<file path="config.mk">
export PLATFORM = sky130hd
export DESIGN_NAME = serial_sub_ctrl
export DESIGN_NICKNAME = d
export VERILOG_FILES = /design/src/rtl/serial_sub_pkg.sv /design/src/rtl/serial_sub_ctrl_cell.sv /design/src/rtl/serial_sub_ctrl.sv
export SDC_FILE = /design/constraint.sdc
export NUM_CORES = 1
export LEC_CHECK = 0
export ABC_AREA = 1
export BUFFER_PORTS_ARGS = -buffer_cell sky130_fd_sc_hd__buf_2
export CAP_MARGIN = 30
export CORE_UTILIZATION = 59
export CTS_CLUSTER_SIZE = 12
export DETAILED_ROUTE_END_ITERATION = 16
export PLACE_DENSITY = 0.84
export SLEW_MARGIN = 5
export SYNTH_ARGS = -nofsm -noshare
export SYNTH_HDL_FRONTEND = slang
export SYNTH_SLANG_ARGS = --single-unit
</file>
<file path="constraint.sdc">
create_clock -name clk -period 2.5 [get_ports clk]
set_input_delay 0.25 -clock clk [delete_from_list [all_inputs] [get_ports clk]]
set_output_delay 0.25 -clock clk [all_outputs]
set_load 0.02 [all_outputs]
</file>
<file path="src/rtl/serial_sub_pkg.sv">
// Shared types and constants for the bit-serial subtractor controller.
package serial_sub_pkg;

  localparam int SUB_WIDTH_DEF = 8;

  typedef enum logic [1:0] {
    IDLE = 2'd0,
    RUN  = 2'd1,
    DONE = 2'd2
  } sub_state_t;

endpackage

</file>
<file path="src/rtl/serial_sub_ctrl_cell.sv">
// One-bit full-subtractor cell: d = x - y - bi, with borrow-out bo.
module full_sub_cell (
  input  logic x,
  input  logic y,
  input  logic bi,
  output logic d,
  output logic bo
);

  assign d  = x ^ y ^ bi;
  assign bo = (~x & y) | (bi & ~(x ^ y));

endmodule

</file>
<file path="src/rtl/serial_sub_ctrl.sv">
// Bit-serial subtractor controller: diff = a - b - bin, LSB first through one cell.
// Optional zero/lt result flags are built when SERIAL_SUB_FLAGS_EN is defined.
module serial_sub_ctrl
  import serial_sub_pkg::*;
#(
  parameter int WIDTH = SUB_WIDTH_DEF
) (
  input  logic             clk,
  input  logic             rst,
  input  logic             start,
  input  logic [WIDTH-1:0] a,
  input  logic [WIDTH-1:0] b,
  input  logic             bin,
  output logic             busy,
  output logic             done,
  output logic [WIDTH-1:0] diff,
  output logic             bout
`ifdef SERIAL_SUB_FLAGS_EN
  ,
  output logic             zero,
  output logic             lt
`endif
);

  // State table
  //   IDLE | waiting for start; diff/bout hold the last result
  //   RUN  | one operand bit processed per edge, LSB first
  //   DONE | result valid, done pulses for this single cycle

  localparam int CW = $clog2(WIDTH);

  sub_state_t       state_q;
  logic [WIDTH-1:0] a_q, b_q, diff_q;
  logic [CW-1:0]    cnt_q;
  logic             brw_q, bout_q, busy_q, done_q;

  logic             cell_d, cell_bo, last_bit;
  logic [WIDTH-1:0] diff_d;
  logic [CW-1:0]    cnt_d;

  full_sub_cell u_cell (
    .x  (a_q[0]),
    .y  (b_q[0]),
    .bi (brw_q),
    .d  (cell_d),
    .bo (cell_bo)
  );

  assign diff_d   = {cell_d, diff_q[WIDTH-1:1]};
  assign cnt_d    = cnt_q + CW'(1);
  assign last_bit = (cnt_q == CW'(WIDTH - 1));

`ifdef SERIAL_SUB_FLAGS_EN
  logic zero_q, lt_q;
`endif

  always_ff @(posedge clk or posedge rst) begin
    if (rst) begin
      state_q <= IDLE;
      a_q     <= '0;
      b_q     <= '0;
      diff_q  <= '0;
      cnt_q   <= '0;
      brw_q   <= 1'b0;
      bout_q  <= 1'b0;
      busy_q  <= 1'b0;
      done_q  <= 1'b0;
`ifdef SERIAL_SUB_FLAGS_EN
      zero_q  <= 1'b0;
      lt_q    <= 1'b0;
`endif
    end else begin
      case (state_q)
        IDLE: begin
          if (start) begin
            a_q     <= a;
            b_q     <= b;
            brw_q   <= bin;
            cnt_q   <= '0;
            busy_q  <= 1'b1;
            state_q <= RUN;
          end
        end
        RUN: begin
          a_q    <= a_q >> 1;
          b_q    <= b_q >> 1;
          diff_q <= diff_d;
          brw_q  <= cell_bo;
          // Counter parks on the last index instead of wrapping
          cnt_q  <= last_bit ? cnt_q : cnt_d;
          if (last_bit) begin
            bout_q  <= cell_bo;
            done_q  <= 1'b1;
            state_q <= DONE;
`ifdef SERIAL_SUB_FLAGS_EN
            zero_q  <= (diff_d == '0);
            lt_q    <= cell_bo;
`endif
          end
        end
        DONE: begin
          done_q  <= 1'b0;
          busy_q  <= 1'b0;
          state_q <= IDLE;
        end
        default: state_q <= IDLE;
      endcase
    end
  end

  assign busy = busy_q;
  assign done = done_q;
  assign diff = diff_q;
  assign bout = bout_q;
`ifdef SERIAL_SUB_FLAGS_EN
  assign zero = zero_q;
  assign lt   = lt_q;
`endif

endmodule
</file>
==> reports/results.ini <==
[logic_synthesis]
syn_nets=237
syn_area_per_cell_um2=7.905
synth_seq_cells=33
yosysUniqueCellTypes=15
syn-cell-area_um2=1692
synthCells=214
ys_warn_count=0
ys_seq_area_frac=0.4882

[sta]
setup_slack_ns=0.9924
grt_setup_unrepaired=false
setup_violations=0
finalHoldViolCount=0
slew_headroom=0.7276
final_max_slew_viol_count=0
tightestPinTransition_ns=0.4083
fin_crit_sh=0.6031
min_period_ns=1.508
whs_ns=0.1213
skew_ns=0.004174
fmax_mhz=663.3
tns_ns=0

[setup_path]
cp.buffers_inverters=2
critical_path.top_delay_family=simple AND/OR/NAND/NOR gates
critPathMostFrequentCell=nand2_4
cpMaxStageDelayCell=dfrtp_1
crit_path_start_kind=register
path_class=register to register
cp_cell_sequence=inv_2, buf_4, nand2_4, nand2_4, nand3_1, nand2_1
critPathArrivalTime_ns=1.79
max_stage_delay_ns=0.39
end_kind=register
required_ns=2.78
critPathMaxFanout=18

[clock_tree]
post_cts_buffers=0
post_cts_resized=0
clock_sinks=33
cts_buffer_depth=2
path_clk_slew_ns=0.10
cts_root_buffer=clkbuf_4
cts_inserted_buffers=5
cts_tree=done
htreeDepth=2
clkLatencyLatePin_ns=0.34

[floorplanning]
rows=19
chipWidth_um=55.55
initial_core_util=0.6188
fp.dieArea_um2=3085
die-height_um=55.55
pin_count=31
fp.coreArea_um2=2734

[layout]
syn_to_final_growth_pct=11.61
num-nets-final=265
nFillCells=241
fin_area_um2=1888
layout-drive-gt1-share=0.1852
final_util=0.6906
final_cell_mix=nand2_1, nand3_1, inv_1, dfrtp_1, buf_2
n_antenna_cell=0
final_common_cell=nand2_1

[global_routing]
grt_pass1_vias=1267
groute.usage.overall=0.2322
grt_antenna_before_repair=0
grt_max_degree=40
grt_pass1_wl_um=5457
grt_overflow=0

[route]
wl_um=3124
wl_per_cell_um=11.40
viasPerCell=5.157
vias=1413
drc=0
first_pass_iters=4
drtIter0Drc=62
ant_nets=0

[run_status]
status=finished clean

[pwr]
p_leak_uw=0.001112
peakVddDrop_v=0.0008937
cellPowerDensity_nw_per_um2=1240
p_seq_frac=0.398
pwr-share-clk=0.147
switching_share=0.4259
internal-power_uw=1344
p_comb_frac=0.454
net-switching-power_uw=997.3

[placement]
placed_cell_area_um2=1808
hpwl_um=2009
place_congestion=0.7974
port_buffers=30
dp_slack_ns=1.015

[hold_path]
hp-class=primary input to register

[job]
maxCapViolations=0

[state kept, by name, summed over array words and instances, names as in the netlist]
name and count:
brw_q 1, b_q 8, cnt_q 3, busy 1, bout 1, state_q 2
a_q 8, done 1, diff 8
[final timing paths]
check                                start         end  slack [ns]  cells past startpoint
worst max-delay path            state_q[1]      b_q[4]        0.99                      6
worst min-delay path                  b[7]      b_q[7]        0.12                      3
worst max register to register  state_q[1]      b_q[4]        0.99                      6
worst min register to register     diff[0]     diff[0]        0.48                      2
max in group asynchronous              rst  state_q[1]        1.69                      4
min in group asynchronous              rst     diff[1]        0.52                      4
[repair_timing]
item	CTS	global route
hold endpoints to repair	33	0
hold buffers	1	0
setup endpoints to repair	0	0
[worst reg2reg max path, delay by kind of cell, from the launching register on]
family / cells / cell delay (ns)
DFF: 1 / 0.39
buffers and inverters: 2 / 0.48
and+or+nand+nor: 4 / 0.59
[cells by family after synthesis]
| logic type | count (synthesis) | share of synthesized area |
|---|---|---|
| adders and majority gates | 3 | 0.02663 |
| AOI/OAI and AO/OA | 6 | 0.01775 |
| DFF | 33 | 0.4882 |
| and+or+nand+nor | 120 | 0.3247 |
| buffers and inverters | 52 | 0.1427 |
[cells in the mapped netlist (all sizes together)]
| library cell | number | area [µm²] |
|---|---|---|
| dfrtp | 33 | 825.8 |
| buf | 13 | 95.08 |
| nand4 | 3 | 18.77 |
| nor2 | 1 | 3.750 |
| nand3 | 55 | 275.3 |
| nand2 | 61 | 251.5 |
| inv | 39 | 146.4 |
| o21ai | 6 | 30.02 |
| fa | 1 | 20.02 |
| ha | 2 | 25.02 |
[final cells by class]
| class | count | area [µm²] | area share |
|---|---|---|---|
| clock buffer | 7 | 65.06 | 0.03446 |
| clock inverter | 1 | 5.005 | 0.002651 |
| multi-input combinational | 129 | 624.3 | 0.3307 |
| sequential | 33 | 825.8 | 0.4374 |
| tap | 31 | 38.79 | 0.02054 |
| timing repair buffer | 34 | 182.7 | 0.09675 |
| inverter | 39 | 146.4 | 0.07753 |
[per-stage QoR]
step	total power, µW	instances
after floorplan	1812	214
after global placement	1960	265
after detailed placement	2007	265
after CTS	2361	274
after global routing	2553	274
final	2341	274
[power by group through the flow]
stage / clock network, µW / logic (µW) / registers, µW
floorplan: 0 / 803 / 1010
global placement: 0 / 1020 / 937
detailed placement: 0 / 1070 / 940
CTS: 354 / 1070 / 933
global route: 379 / 1210 / 962
finish: 344 / 1060 / 933
[per-layer routing]
layer	GRT usage	vias to the layer above	wire, µm
met4	0.09643	0	53
met1	0.2828	664	1469
met3	0.07728	7	116
met2	0.3787	25	1485
li1	-	717	-
met5	0	-	0
Note: power is estimated with default switching activity, not from simulation.
